## config.mk

```make
export PLATFORM = sky130hd
export DESIGN_NAME = audio_i2s_serializer
export DESIGN_NICKNAME = d
export VERILOG_FILES = /design/src/rtl/audio_pkg.sv /design/src/rtl/sample_fifo.sv /design/src/rtl/audio_i2s_serializer.sv
export SDC_FILE = /design/constraint.sdc
export NUM_CORES = 1
export LEC_CHECK = 0
export BUFFER_PORTS_ARGS = -buffer_cell sky130_fd_sc_hd__buf_2
export CORE_MARGIN = 5
export CORE_UTILIZATION = 59
export DETAILED_ROUTE_END_ITERATION = 6
export GPL_ROUTABILITY_DRIVEN = 1
export PLACE_DENSITY_LB_ADDON = 0.05
export REMOVE_ABC_BUFFERS = 1
export SYNTH_ARGS = -nofsm -noshare
export SYNTH_HDL_FRONTEND = slang
export SYNTH_SLANG_ARGS = --single-unit
```

## constraint.sdc

```tcl
create_clock -name clock -period 3.8 [get_ports clock]
set_input_delay 0.57 -clock clock [delete_from_list [all_inputs] [get_ports clock]]
set_output_delay 0.57 -clock clock [all_outputs]
set_load 0.1 [all_outputs]
```

## src/rtl/audio_pkg.sv

```systemverilog
// Shared constants and types for the I2S audio output path.
package audio_pkg;

    localparam int SAMPLE_W       = 16;
    localparam int I2S_SLOT_BITS  = 32;
    localparam int I2S_FRAME_BITS = 64;
    localparam int BCLK_HALF_DEF  = 8;

    typedef logic signed [SAMPLE_W-1:0] sample_t;

endpackage

```

## src/rtl/sample_fifo.sv

```systemverilog
// Small synchronous FIFO: registered level/full/empty, head entry always visible on dout.
module sample_fifo #(
    parameter int WIDTH = 16,
    parameter int DEPTH = 4
) (
    input  logic                     clock,
    input  logic                     reset,
    input  logic                     push,
    input  logic                     pop,
    input  logic [WIDTH-1:0]         din,
    output logic [WIDTH-1:0]         dout,
    output logic                     full,
    output logic                     empty,
    output logic [$clog2(DEPTH):0]   level
);
    import audio_pkg::*;

    localparam int PTR_W = $clog2(DEPTH);
    localparam int LVL_W = PTR_W + 1;

    logic [WIDTH-1:0] mem_q [DEPTH];
    logic [WIDTH-1:0] mem_d [DEPTH];
    logic [PTR_W-1:0] wr_ptr_q, wr_ptr_d;
    logic [PTR_W-1:0] rd_ptr_q, rd_ptr_d;
    logic [LVL_W-1:0] level_q, level_d;
    logic             full_q, full_d;
    logic             empty_q, empty_d;

    always_comb begin
        mem_d    = mem_q;
        wr_ptr_d = wr_ptr_q;
        rd_ptr_d = rd_ptr_q;
        if (push) begin
            mem_d[wr_ptr_q] = din;
            wr_ptr_d        = wr_ptr_q + PTR_W'(1);
        end
        if (pop) begin
            rd_ptr_d = rd_ptr_q + PTR_W'(1);
        end
        level_d = level_q + LVL_W'(push) - LVL_W'(pop);
        full_d  = (level_d == LVL_W'(DEPTH));
        empty_d = (level_d == '0);
    end

    always_ff @(posedge clock) begin
        if (reset) begin
            wr_ptr_q <= '0;
            rd_ptr_q <= '0;
            level_q  <= '0;
            full_q   <= 1'b0;
            empty_q  <= 1'b1;
        end else begin
            wr_ptr_q <= wr_ptr_d;
            rd_ptr_q <= rd_ptr_d;
            level_q  <= level_d;
            full_q   <= full_d;
            empty_q  <= empty_d;
        end
    end

    // Storage needs no reset: pointers alone define which entries are live.
    always_ff @(posedge clock) begin
        mem_q <= mem_d;
    end

    assign dout  = mem_q[rd_ptr_q];
    assign full  = full_q;
    assign empty = empty_q;
    assign level = level_q;

endmodule

```

## src/rtl/audio_i2s_serializer.sv

```systemverilog
// Mono I2S master: FIFO-buffered samples sent on both slots, BCLK/LRCK generated locally.
module audio_i2s_serializer #(
    parameter int BCLK_HALF  = audio_pkg::BCLK_HALF_DEF,
    parameter int SAMPLE_W   = audio_pkg::SAMPLE_W,
    parameter int FIFO_DEPTH = 4
) (
    input  logic                          clock,
    input  logic                          reset,
    input  logic signed [SAMPLE_W-1:0]    sample,
    input  logic                          wr,
    output logic                          dac_bclk,
    output logic                          dac_lrck,
    output logic                          dac_dat,
    output logic                          fifo_full,
    output logic [$clog2(FIFO_DEPTH):0]   fifo_level,
    output logic                          underrun,
    output logic                          overflow
);
    import audio_pkg::*;

    localparam int BIT_W = $clog2(I2S_FRAME_BITS);
    localparam int POS_W = $clog2(I2S_SLOT_BITS);
    localparam int DIV_W = (BCLK_HALF > 1) ? $clog2(BCLK_HALF) : 1;
    localparam int SEL_W = $clog2(SAMPLE_W);

    logic [DIV_W-1:0]    div_cnt_q, div_cnt_d;
    logic                bclk_q, bclk_d;
    logic                lrck_q, lrck_d;
    logic                dat_q, dat_d;
    logic [BIT_W-1:0]    bit_cnt_q, bit_cnt_d;
    logic [SAMPLE_W-1:0] cur_sample_q, cur_sample_d;

    logic                div_tc;
    logic                fall_evt;
    logic [BIT_W-1:0]    bit_nxt;
    logic [POS_W-1:0]    slot_pos;
    logic [SEL_W-1:0]    sel;
    logic                frame_start;
    logic                push;
    logic                pop;
    logic                fifo_empty;
    logic [SAMPLE_W-1:0] fifo_head;

    sample_fifo #(
        .WIDTH (SAMPLE_W),
        .DEPTH (FIFO_DEPTH)
    ) u_fifo (
        .clock (clock),
        .reset (reset),
        .push  (push),
        .pop   (pop),
        .din   (sample),
        .dout  (fifo_head),
        .full  (fifo_full),
        .empty (fifo_empty),
        .level (fifo_level)
    );

    // Fall event: the cycle in which BCLK is about to go 1->0.
    always_comb begin
        div_tc      = (div_cnt_q == DIV_W'(BCLK_HALF - 1));
        fall_evt    = div_tc && bclk_q;
        bit_nxt     = bit_cnt_q + BIT_W'(1);
        frame_start = fall_evt && (bit_nxt == '0);
        pop         = frame_start && !fifo_empty;
        push        = wr && (!fifo_full || pop);
    end

    always_comb begin
        div_cnt_d    = div_tc ? '0 : div_cnt_q + DIV_W'(1);
        bclk_d       = div_tc ? ~bclk_q : bclk_q;
        bit_cnt_d    = bit_cnt_q;
        lrck_d       = lrck_q;
        dat_d        = dat_q;
        cur_sample_d = pop ? fifo_head : cur_sample_q;
        slot_pos     = bit_nxt[POS_W-1:0];
        sel          = SEL_W'(SAMPLE_W - int'(slot_pos));
        // MSB lands one BCLK after the LRCK edge; slot position 0 and the tail are padding.
        if (fall_evt) begin
            bit_cnt_d = bit_nxt;
            lrck_d    = bit_nxt[BIT_W-1];
            dat_d     = (slot_pos != '0 && int'(slot_pos) <= SAMPLE_W) ?
                        cur_sample_q[sel] : 1'b0;
        end
    end

    always_ff @(posedge clock) begin
        if (reset) begin
            div_cnt_q    <= '0;
            bclk_q       <= 1'b0;
            lrck_q       <= 1'b0;
            dat_q        <= 1'b0;
            bit_cnt_q    <= '1;
            cur_sample_q <= '0;
        end else begin
            div_cnt_q    <= div_cnt_d;
            bclk_q       <= bclk_d;
            lrck_q       <= lrck_d;
            dat_q        <= dat_d;
            bit_cnt_q    <= bit_cnt_d;
            cur_sample_q <= cur_sample_d;
        end
    end

    assign dac_bclk = bclk_q;
    assign dac_lrck = lrck_q;
    assign dac_dat  = dat_q;
    assign underrun = frame_start && fifo_empty;
    assign overflow = wr && fifo_full && !pop;

endmodule

```

Word-level counts from Yosys, hierarchy flattened
Cells that the tools add are included.
Widths: inputs -> output; s select.

operators by class
  $add $sub $neg = 7
  order comparisons = 5
  equality and inequality tests = 2
  multiplexer cells = 9
  bitwise logic cells = 3
  reductions and logical operators = 17

operators by type and width
  operator             number
  $bwmux 64            1
  $mux 16              3
  $bmux 16 s2          1
  $demux 16 s2         1
  $logic_and 1x1->1    9
  $add 6x1->6 const B  1
  $eq 3x3->1 const B   2
  $ge 3x3->1 const B   2
  $logic_not 6->1      1
  $not 2->3            2
  $le 5x5->1 const B   1
  $lt 4x5->1 const B   1
  $reduce_bool 5->1    1
  $add 2x1->2 const B  2
  $bmux 1 s4           1
  $sub 1x4->4 const A  1
  $add 3x1->3          1
  $add 3x1->3 const B  1
  $logic_not 1->1      3
  $logic_not 3->1      1
  $lt 3x1->1 const B   1
  $sub 3x1->3          1
  $mux 1               2
  $reduce_or 2->1      1
  other kinds (2)      2

storage, ports and cells
  flip-flop bits (word level) = 101
  bits of input ports = 19
  output and inout port bits = 9

Depth between registers and ports, before layout
Gate-level depths: netlist of run 1.

  word-level depth = 9
  depth in mapped cells = 14
  mapped depth without buffers = 13

By module
A second synthesis of run 1 with hierarchy kept.

unflattened totals
  cells, all modules = 260
  area total of the unflattened synthesis = 4150.2 um^2

modules (own cells, without submodules)
  module                times used  cells an instance  area each (um^2)  sequential area each (um^2)
  sample_fifo           1           126                2796.4            2102.0
  audio_i2s_serializer  1           134                1353.8            560.5

Worst setup path after synthesis of run 1
No wires, ideal clock.

  path type = reg2out
  start point = reg bclk_q, in the netlist dac_bclk
  end point = out underrun
  data arrival time = 6.163 ns
  data required time = 3.230 ns
  path slack = -2.933 ns
  stages on the path, launching flop included = 3
  cell sequence = dfxtp_1 > nand2_1 > a2111oi_0

between the ends
  word-level cells in the longest chain between the ends = 3

RTL lines
  what                    RTL line                     RTL
  from (decl)             audio_i2s_serializer.sv:27   logic bclk_q, bclk_d;
  from (signal assigned)  audio_i2s_serializer.sv:97   bclk_q <= bclk_d;
  $logic_and 1x1->1       audio_i2s_serializer.sv:62   fall_evt = div_tc && bclk_q;
  $logic_and 1x1->1       audio_i2s_serializer.sv:64   frame_start = fall_evt && (bit_nxt == '0);
  $logic_and 1x1->1       audio_i2s_serializer.sv:108  assign underrun = frame_start && fifo_empty;
  to (decl)               audio_i2s_serializer.sv:16   output logic underrun,

Every way passes these cells.

Worst setup path in the final report of run 1
  start point = reg bit_cnt_q[0]
  end point = out overflow

between the ends
  word-level cells in the longest chain between the ends = 6

RTL lines
  what                    RTL line                     RTL
  from (decl)             audio_i2s_serializer.sv:30   logic [BIT_W-1:0] bit_cnt_q, bit_cnt_d;
  from (signal assigned)  audio_i2s_serializer.sv:100  bit_cnt_q <= bit_cnt_d;
  $add 6x1->6             audio_i2s_serializer.sv:63   bit_nxt = bit_cnt_q + BIT_W'(1);
  $logic_not 6->1         audio_i2s_serializer.sv:64
  $logic_and 1x1->1       audio_i2s_serializer.sv:64
  $logic_and 1x1->1       audio_i2s_serializer.sv:65   pop = frame_start && !fifo_empty;
  $logic_not 1->1         audio_i2s_serializer.sv:109  assign overflow = wr && fifo_full && !pop;
  $logic_and 1x1->1       audio_i2s_serializer.sv:109
  to (decl)               audio_i2s_serializer.sv:17   output logic overflow

Every way passes these cells.

==> impl_metrics.py, run 1 <==
metrics = {
    "die": {
        "die_w_um": 93.42,
        "start_util_pct": 60.42,
        "ios": 28,
        "die_h_um": 93.42,
        "die-area_um2": 8726,
        "rows": 30,
        "core_area_um2": 6794,
    },
    "timing": {
        "slew_violations": 0,
        "setup_violations": 0,
        "fin_tns_setup_ps": 0,
        "worst_pin_slew_ps": 843.8,
        "hold_viol_final": 0,
        "fmax_ghz": 0.2846,
        "fin_crit_ps": 3514,
        "slew_headroom_pct": 43.67,
        "grt_setup_unrepaired": "false",
        "skew_ps": 11.68,
        "fin_crit_sh_pct": 92.48,
    },
    "power_and_ir_drop": {
        "worst_ir_drop_vdd_uv": 294.4,
        "p_int_mw": 1.564,
        "p_sw_share_pct": 26.35,
        "powerDensity_nw_per_um2": 470.6,
        "power.share.combinational_pct": 10.4,
        "leakage_nw": 1.647,
        "p_total_mw": 2.124,
        "seqPwrFrac_pct": 59.7,
        "pwr-share-clk_pct": 29.9,
        "p_switching_uw": 559.6,
    },
    "detailed_routing": {
        "highest-signal-layer": "met4",
        "wl_um": 6523,
        "drt_pass1_iterations": 4,
        "wl_met3_um": 222,
        "wl_met2_um": 3283,
        "wl_per_cell_um": 16.56,
        "viasPerCell": 5.442,
        "met1Wirelength_um": 2935,
        "vias": 2144,
        "postRouteAntennaNets": 0,
        "drtIter0Drc": 80,
        "drc": 0,
    },
    "synth": {
        "async_flop_share_pct": 0,
        "synth_ff_type": "edfxtp_1",
        "synth_cell_types": 44,
        "synth_area_um2": 4105,
        "synth-edff-count": 64,
        "yosysSeqAreaShare_pct": 64.86,
        "syn_inst": 263,
        "syn_area_per_cell_um2": 15.61,
        "synth-seq-cells": 101,
        "ys_warn_count": 0,
    },
    "worst_setup_path": {
        "cp_max_fo": 19,
        "cp-start-kind": "flop",
        "end_kind": "primary output",
        "path_class": "reg2out",
        "arrival_ps": 2940,
        "required_ps": 3230,
    },
    "global_route": {
        "grt_pass1_vias": 2182,
        "grt.total_usage_pct": 16.68,
        "overflow": 0,
        "grt_max_degree": 38,
        "antenna_found_initial": 0,
        "grt_pass1_wl_um": 10940,
    },
    "cells_and_area": {
        "layout_commonest_cell": "edfxtp_1",
        "final_cell_mix": "edfxtp_1, dfxtp_1, nor2_1, buf_2, mux4_2",
        "antennaDiodeCount": 0,
        "drive_above_1_share_pct": 25.84,
        "syn_to_final_growth_pct": 9.936,
        "final-instance-count-excl-fill": 394,
        "finalCoreUtilization_pct": 66.43,
        "fin_nets": 322,
        "fin_area_um2": 4513,
    },
    "clock_tree": {
        "root_buffer": "clkbuf_8",
        "post_cts_buffers": 0,
        "cts.repair.resized": 0,
        "ctsHoldBuffers": 0,
        "cts_tree": "yes",
        "cts_inserted_buffers": 9,
        "clk-insertion-delay-late_ps": 360,
        "cts.sinks": 101,
        "cts_buffer_depth": 2,
        "cts_max_level": 3,
        "clkSlewWorstSetupHoldPaths_ps": 110,
    },
    "place": {
        "dp_hpwl_um": 4251,
        "dp.cells": 378,
        "io_buffer_count": 27,
        "placed_cell_area_um2": 4323,
        "place_congestion": 0.7633,
    },
    "run_status": {
        "status": "complete, no violations",
    },
    "flow_run": {
        "cap_violations": 0,
    },
    "hold_path": {
        "hold_path.class": "in2reg",
    },
}
routing by layer:
layer	track usage [%]	vias to the layer above
met5	0	-
met4	4.762	0
met3	5.149	8
met2	27.75	35
met1	21.08	1065
li1	-	1036
cell type report:
class,instances,area (um2)
Multi-Input combinational cell,139,1326
Inverter,9,33.78
Sequential cell,101,2663
Tap cell,96,120.1
Clock inverter,7,66.31
Clock buffer,9,123.9
Timing Repair Buffer,33,180.2
Fill cell,505,2281
kinds of logic after synthesis:
group | after synthesis | share of synthesized area, %
compound gates | 20 | 4.054
buf+inv | 23 | 2.834
flops | 101 | 64.86
xor+xnor | 8 | 1.707
mux | 37 | 15.12
fa+ha+maj | 10 | 3.231
simple gates | 64 | 8.199
path summary, 6_finish.rpt:
kind	from	to	slack, ps	cells after the start
max	bit_cnt_q[0]	overflow	290	7
min	sample[10]	u_fifo.mem_q[58]	420	1
max reg2reg	bit_cnt_q[0]	u_fifo.full	420	13
min reg2reg	div_cnt_q[0]	div_cnt_q[0]	440	1
state kept, by name, summed over array words and instances, names as in the netlist:
register / count
u_fifo.mem_q: 64
cur_sample_q: 16
bit_cnt_q: 6
div_cnt_q: 3
u_fifo.level: 3
u_fifo.rd_ptr_q: 2
u_fifo.wr_ptr_q: 2
dac_bclk: 1
dac_dat: 1
dac_lrck: 1
u_fifo.empty: 1
u_fifo.full: 1
per-stage QoR:
step	hold WS (ps)	setup slack, ps
floorplan	400.3	-2933
global placement	422.7	519.5
detailed placement	428.4	429.8
CTS	393.0	264.8
global route	386.9	34.04
finish	415.1	285.7
power groups by stage:
stage                     Combinational [mW]  Sequential (mW)  Clock, mW
after floorplan                        0.102             1.35          0
after global placement                 0.224             1.29          0
after detailed placement               0.227             1.29          0
after CTS                              0.228             1.27      0.655
after global routing                   0.243             1.28      0.711
final                                  0.222             1.27      0.634
critical path: stages, from the launching register on:
cell,delay (ps)
dfxtp_1,640
ha_1,300
nand2_1,110
a311o_1,340
a2111oi_4,410
buf_4,410
nor2_1,80
buf_2,300
cells in the mapped netlist (all sizes together) (2+ instances only):
cell type | instances | area, um2
edfxtp | 64 | 1922
dfxtp | 37 | 740.7
nor2 | 30 | 115.1
mux4 | 20 | 450.4
mux2i | 17 | 170.2
ha | 9 | 112.6
inv | 9 | 33.78
buf | 8 | 60.05
nand2 | 8 | 37.54
and2 | 6 | 37.54
clkbuf | 6 | 22.52
a21oi | 5 | 25.02
xnor2 | 5 | 43.79
and3 | 3 | 18.77
nand2b | 3 | 18.77
nor3 | 3 | 15.01
o21bai | 3 | 22.52
xor2 | 3 | 26.28
a2111oi | 2 | 36.29
nand3b | 2 | 15.01
nor2b | 2 | 12.51
nor3b | 2 | 15.01
o21ai | 2 | 10.01
Note: power is estimated with default switching activity, not from simulation.
==> run 2: changes to the inputs <==
SYNTH_HIERARCHICAL = 1   (was default)
clock period = 3.9 ns   (was 3.8 ns; I/O delays follow)
==> run 2 against run 1 <==
- total power shrank 3.4%
- sequential share of layout area shrank 0.13 points
- critical path type is now reg2reg
- non-clock buffer count grew 1
- synthesized cell count shrank 1.1%
- via count shrank 0.28%
- combinational power is essentially flat
- final cell count shrank 0.25%
==> impl_metrics.py, run 2 <==
metrics = {
    "run_status": {
        "status": "complete, no violations",
    },
    "synth": {
        "synth.top_cells.by_count": "edfxtp_1, dfxtp_1, nor2_1",
        "synth-seq-cells": 101,
        "async_flop_share_pct": 0,
        "syn_inst": 260,
        "syn_area_per_cell_um2": 15.96,
        "yosysMostFrequentCell": "edfxtp_1",
        "synthDominantCellAreaShare_pct": 46.31,
        "yosysSeqAreaShare_pct": 64.15,
        "synthTopCellsByArea": "edfxtp_1, dfxtp_1, mux4_2, mux4_1, mux2i_1",
        "synth_cell_types": 46,
        "synth_top_area_cell": "edfxtp_1",
        "synth_area_um2": 4150,
        "synth_ff_type": "edfxtp_1",
        "synth-edff-count": 64,
        "ys_warn_count": 6,
    },
    "place": {
        "dp_hpwl_um": 4070,
        "io_buffer_count": 27,
        "dp.cells": 377,
        "placed_cell_area_um2": 4348,
        "place_congestion": 0.8014,
        "post-place-ws_ps": 736.1,
    },
    "timing": {
        "fmax_ghz": 0.3148,
        "fin_tns_setup_ps": 0,
        "fin_ws_ps": 723.0,
        "fin_crit_sh_pct": 81.46,
        "fin_crit_ps": 3177,
        "skew_ps": 7.687,
        "worst_pin_slew_ps": 801.8,
        "hold_viol_final": 0,
        "grt_setup_unrepaired": "false",
        "setup_violations": 0,
        "slew_headroom_pct": 46.47,
        "fin_hold_ws_ps": 430.8,
        "slew_violations": 0,
    },
    "detailed_routing": {
        "drc": 0,
        "postRouteAntennaNets": 0,
        "drtIter0Drc": 79,
        "viasPerCell": 5.440,
        "vias": 2138,
        "wl_um": 6417,
        "wl_per_cell_um": 16.33,
        "drt_pass1_iterations": 4,
    },
    "flow_run": {
        "cap_violations": 0,
    },
    "cells_and_area": {
        "drive_above_1_share_pct": 22.56,
        "final_cell_mix": "edfxtp_1, dfxtp_1, nor2_1, buf_2, mux2i_1",
        "layout_commonest_cell": "edfxtp_1",
        "largest_register_ffs": 64,
        "fin_area_um2": 4523,
        "n_fill_cell": 534,
        "antennaDiodeCount": 0,
        "final-instance-count-excl-fill": 393,
        "regMostFlops": "u_fifo/mem_q",
        "top_regs": "u_fifo/mem_q x64, cur_sample_q x16, bit_cnt_q x6",
        "fin_nets": 321,
        "syn_to_final_growth_pct": 8.984,
    },
    "clock_tree": {
        "ctsHoldBuffers": 0,
        "cts_inserted_buffers": 9,
        "cts_max_level": 3,
        "cts.sinks": 101,
        "root_buffer": "clkbuf_8",
        "clk-insertion-delay-late_ps": 360,
        "cts_tree": "yes",
        "clkSlewWorstSetupHoldPaths_ps": 100,
        "post_cts_buffers": 0,
        "cts_buffer_depth": 2,
        "cts.repair.resized": 0,
    },
    "global_route": {
        "grt.total_usage_pct": 16.24,
        "antenna_found_initial": 0,
        "grt_pass1_vias": 2179,
        "grt_max_degree": 32,
        "overflow": 0,
        "grt_pass1_wl_um": 10700,
    },
    "worst_setup_path": {
        "cpMostUsedCell": "ha_1",
        "crit_buf_inv": 3,
        "end_kind": "flop",
        "path_class": "reg2reg",
        "cp_slowest_cell": "xnor3_1",
        "cp_max_fo": 9,
        "cp-start-kind": "flop",
        "crit_family": "adder cells",
        "path_cells": "ha_1 > ha_1 > and2_4 > and3_4 > nand4_4 > nor2_8 > inv_1 > a21boi_0 > buf_4 > ha_1 > inv_1 > fa_1 > xnor3_1 > a31o_2",
        "max_stage_delay_ps": 400,
        "arrival_ps": 3440,
        "required_ps": 4160,
    },
    "power_and_ir_drop": {
        "powerDensity_nw_per_um2": 453.4,
        "leakage_nw": 1.657,
        "worst_ir_drop_vdd_uv": 268.1,
    },
    "die": {
        "start_util_pct": 60.75,
        "die-area_um2": 8812,
        "die_w_um": 93.87,
        "rows": 30,
        "die_h_um": 93.87,
        "ios": 28,
        "core_area_um2": 6832,
    },
    "hold_path": {
        "hold_path.class": "in2reg",
    },
}
## run 2: final cells by class
class	instances	area [um2]	share of cell area, %
sequential	101	2663	58.87
clock inverter	6	47.55	1.051
multi-input combinational	136	1340	29.63
inverter	10	37.54	0.8299
tap	96	120.1	2.656
timing repair buffer	34	187.7	4.149
clock buffer	10	127.6	2.822
## run 2: path summary, 6_finish.rpt
check	startpoint	slack, ps	cells past startpoint	endpoint
worst min-delay path	sample[14]	430	1	u_fifo/mem_q[14]
worst max-delay path	div_cnt_q[0]	720	14	u_fifo/empty
worst min register to register	div_cnt_q[0]	440	1	div_cnt_q[0]
worst max register to register	div_cnt_q[0]	720	14	u_fifo/empty
## run 2: layer usage
| layer | vias to the layer above | GRT usage [%] | share of wire (%) |
|---|---|---|---|
| met5 | - | 0 | 0 |
| met2 | 27 | 25.25 | 47 |
| li1 | 1045 | - | - |
| met1 | 1055 | 21.83 | 48 |
| met4 | 0 | 6.980 | 2.0 |
| met3 | 11 | 4.006 | 2.8 |
## run 2: logic make-up (layout without fill, tap and decap cells)
family	count (synthesis)	count (layout)	share of synthesized area (%)
fa+ha+maj	10	10	3.196
mux	37	37	15.77
compound gates	17	17	2.924
xor+xnor	7	7	1.809
simple gates	65	65	8.592
flops	101	101	64.15
buf+inv	23	60	3.557
## run 2: power by group
group	internal, mW	switching, mW	leakage [nW]
registers	1.21	0.0235	0.887
logic	0.0722	0.148	0.688
clock network	0.238	0.360	0.0825
total	1.52	0.532	1.66
## run 2: per-stage QoR
| step | util (%) | power, mW |
|---|---|---|
| final | 66.21 | 2.051 |
| after global routing | 66.21 | 2.135 |
| after floorplan | - | 1.411 |
| after detailed placement | 63.64 | 1.483 |
| after global placement | 63.64 | 1.478 |
| after CTS | 66.21 | 2.068 |
## run 2: worst reg2reg max path, delay by kind of cell, from the launching register on
family,cells,cell delay [ps]
adders and majority gates,4,910
and+or+nand+nor,4,730
AOI/OAI and AO/OA,2,420
xor gates and xnor gates,1,400
DFF,1,350
buffers and inverters,3,280
==> run 3: changes to the inputs <==
ABC_AREA = 1   (was default)
CORE_UTILIZATION = 60   (was 59)
clock period = 3.34 ns   (was 3.9 ns; I/O delays follow)
==> run 3 against run 2 <==
- first-iteration DRC count increased by 130%
- synthesized cell count increased by 90%
- fmax increased by 7.6%
- global-route usage increased by 2.3 points
- via count increased by 49%
- synthesized area increased by 13%
==> impl_metrics.py, run 3 <==
metrics = {
    "worst_setup_path": {
        "rrSetupSlack_ps": 390,
        "cp_slowest_cell": "fa_1",
        "cp_max_fo": 17,
        "max_stage_delay_ps": 490,
        "required_ps": 3650,
        "r2r_start": "bit_cnt_q[1]",
        "path_class": "reg2reg",
        "ff2ff_path_depth": 14,
        "r2r-end": "u_fifo/full",
        "arrival_ps": 3260,
        "path_cells": "ha_1 > nand3_1 > nand2_1 > nand3_2 > nor2_8 > nand3_4 > a21boi_1 > ha_1 > inv_1 > fa_1 > inv_1 > nor2_1 > nand3_1 > nor2_1",
        "cp-start-kind": "flop",
        "end_kind": "flop",
    },
    "synth": {
        "ys_warn_count": 6,
        "syn_area_per_cell_um2": 9.550,
        "synth_cell_types": 35,
        "synthTopCellsByArea": "edfxtp_1, dfxtp_1, nand2_1, inv_1, nor2_1",
        "synth_top_area_cell": "edfxtp_1",
        "synth-edff-count": 64,
        "synthDominantCellAreaShare_pct": 40.82,
        "async_flop_share_pct": 0,
        "synth-seq-cells": 101,
        "synth_ff_type": "edfxtp_1",
        "yosysMostFrequentCell": "nand2_1",
        "synth_area_um2": 4708,
        "yosysSeqAreaShare_pct": 56.55,
        "synth.top_cells.by_count": "nand2_1, inv_1, edfxtp_1",
        "syn_inst": 493,
    },
    "timing": {
        "fin_crit_sh_pct": 88.40,
        "setup_violations": 0,
        "fmax_ghz": 0.3387,
        "slew_headroom_pct": 50.19,
        "grt_setup_unrepaired": "false",
        "skew_ps": 11.08,
        "fin_tns_setup_ps": 0,
        "hold_viol_final": 0,
        "worst_pin_slew_ps": 746.3,
        "slew_violations": 0,
        "fin_crit_ps": 2953,
    },
    "cells_and_area": {
        "fin_nets": 547,
        "drive_above_1_share_pct": 18.36,
        "largest_register_ffs": 64,
        "antennaDiodeCount": 0,
        "top_regs": "u_fifo/mem_q x64, cur_sample_q x16, bit_cnt_q x6",
        "regMostFlops": "u_fifo/mem_q",
        "fin_area_um2": 5056,
        "layout_commonest_cell": "nand2_1",
        "final_cell_mix": "nand2_1, inv_1, edfxtp_1, nor2_1, dfxtp_1",
        "syn_to_final_growth_pct": 7.388,
    },
    "clock_tree": {
        "cts_buffer_depth": 2,
        "cts.sinks": 101,
        "ctsHoldBuffers": 0,
        "post_cts_buffers": 0,
        "cts_inserted_buffers": 9,
        "clk-insertion-delay-late_ps": 360,
        "root_buffer": "clkbuf_8",
        "cts_tree": "yes",
        "clkSlewWorstSetupHoldPaths_ps": 100,
        "cts_max_level": 3,
        "cts.repair.resized": 0,
    },
    "hold_path": {
        "worstHoldStart": "sample[1]",
        "min_path_cells": 1,
        "holdPathEnd": "u_fifo/mem_q[17]",
        "hold_path.class": "in2reg",
    },
    "die": {
        "die-area_um2": 9719,
        "start_util_pct": 61.25,
        "die_h_um": 98.59,
        "die_w_um": 98.59,
        "ios": 28,
        "core_area_um2": 7687,
        "rows": 32,
    },
    "detailed_routing": {
        "drc": 0,
        "drt_pass1_iterations": 4,
        "wl_um": 8467,
        "wl_per_cell_um": 13.55,
        "vias": 3186,
        "drtIter0Drc": 178,
        "viasPerCell": 5.098,
        "postRouteAntennaNets": 0,
    },
    "power_and_ir_drop": {
        "powerDensity_nw_per_um2": 493.6,
        "p_total_mw": 2.496,
        "leakage_nw": 2.270,
        "worst_ir_drop_vdd_uv": 362.7,
    },
    "place": {
        "dp_hpwl_um": 5727,
        "io_buffer_count": 27,
        "placed_cell_area_um2": 4866,
        "place_congestion": 0.7918,
    },
    "global_route": {
        "grtUsageMet1_pct": 23.70,
        "antenna_found_initial": 0,
        "use_met3_pct": 3.539,
        "met2_usage_pct": 31.72,
        "grt_pass1_wl_um": 14310,
        "grt_pass1_vias": 3088,
        "grt.total_usage_pct": 18.58,
        "grt_max_degree": 37,
        "busiest_layer": "met2",
        "overflow": 0,
    },
    "flow_run": {
        "cap_violations": 0,
    },
    "run_status": {
        "status": "complete, no violations",
    },
}
## run 3: changes by cell type in the layout (fill, tap and decap cells not counted), moves of 9 or more
cell,previous run,this run
mux2i_1,17,0
o22ai_1,0,10
o22ai_2,0,9
nand2_1,9,102
nor2_1,27,55
mux4_1,9,0
nand4_1,1,18
o21ai_0,3,13
inv_2,0,10
inv_1,10,77
mux4_2,11,0
o21ai_1,1,17
## run 3: worst max-delay path: cells and delay by family (launching register included)
kind                     cells  cell delay [ps]
AO/OA/AOI/OAI                1              400
AND/OR/NAND/NOR              8             1040
flip-flops                   1              430
buffers and inverters        2               90
adder cells (fa/ha/maj)      3              950
## run 3: per-layer routing
| layer | vias up | share of wire, % |
|---|---|---|
| met5 | - | 0 |
| met4 | 0 | 1.8 |
| met3 | 15 | 2.5 |
| met2 | 55 | 50 |
| met1 | 1466 | 46 |
| li1 | 1650 | - |
## run 3: cells by family after synthesis
group / Yosys count / share of synthesized area [%]
simple gates: 210 / 20.94
fa+ha+maj: 10 / 2.817
buf+inv: 105 / 9.912
compound gates: 67 / 9.780
flops: 101 / 56.55
## run 3: worst max-delay path by stage
stage | startpoint | end | slack (ps) | depth (start not counted)
global route | bit_cnt_q[1] | u_fifo/full | 140 | 14
global placement | bit_cnt_q[1] | u_fifo/full | 590 | 14
CTS | bit_cnt_q[1] | u_fifo/full | 410 | 14
detailed placement | bit_cnt_q[1] | u_fifo/full | 420 | 14
finish | bit_cnt_q[1] | u_fifo/full | 390 | 14
floorplan | dac_bclk | underrun | -1410 | 4
## run 3: cell type report
class	instances	area, um2
sequential	101	2663
fill	621	2631
multi-input combinational	287	1579
inverter	89	339.1
timing repair buffer	30	157.7
tap	102	127.6
clock buffer	9	123.9
clock inverter	7	66.31
## run 3: metrics by stage
step	hold WS [ps]	cells	worst slack, ps	utilization [%]
after CTS	337.8	625	405.7	65.77
after detailed placement	424.9	609	416.2	63.30
final	351.8	625	387.5	65.77
after global routing	333.4	625	142.3	65.77
after global placement	404.1	609	585.4	63.30
after floorplan	396.9	477	-1412	-
## run 3: report_power, final
part | switching [mW] | total, mW | leakage [nW] | internal [mW]
registers | 0.0214 | 1.41 | 0.888 | 1.39
clock network | 0.409 | 0.751 | 0.0919 | 0.342
logic | 0.243 | 0.330 | 1.29 | 0.0876
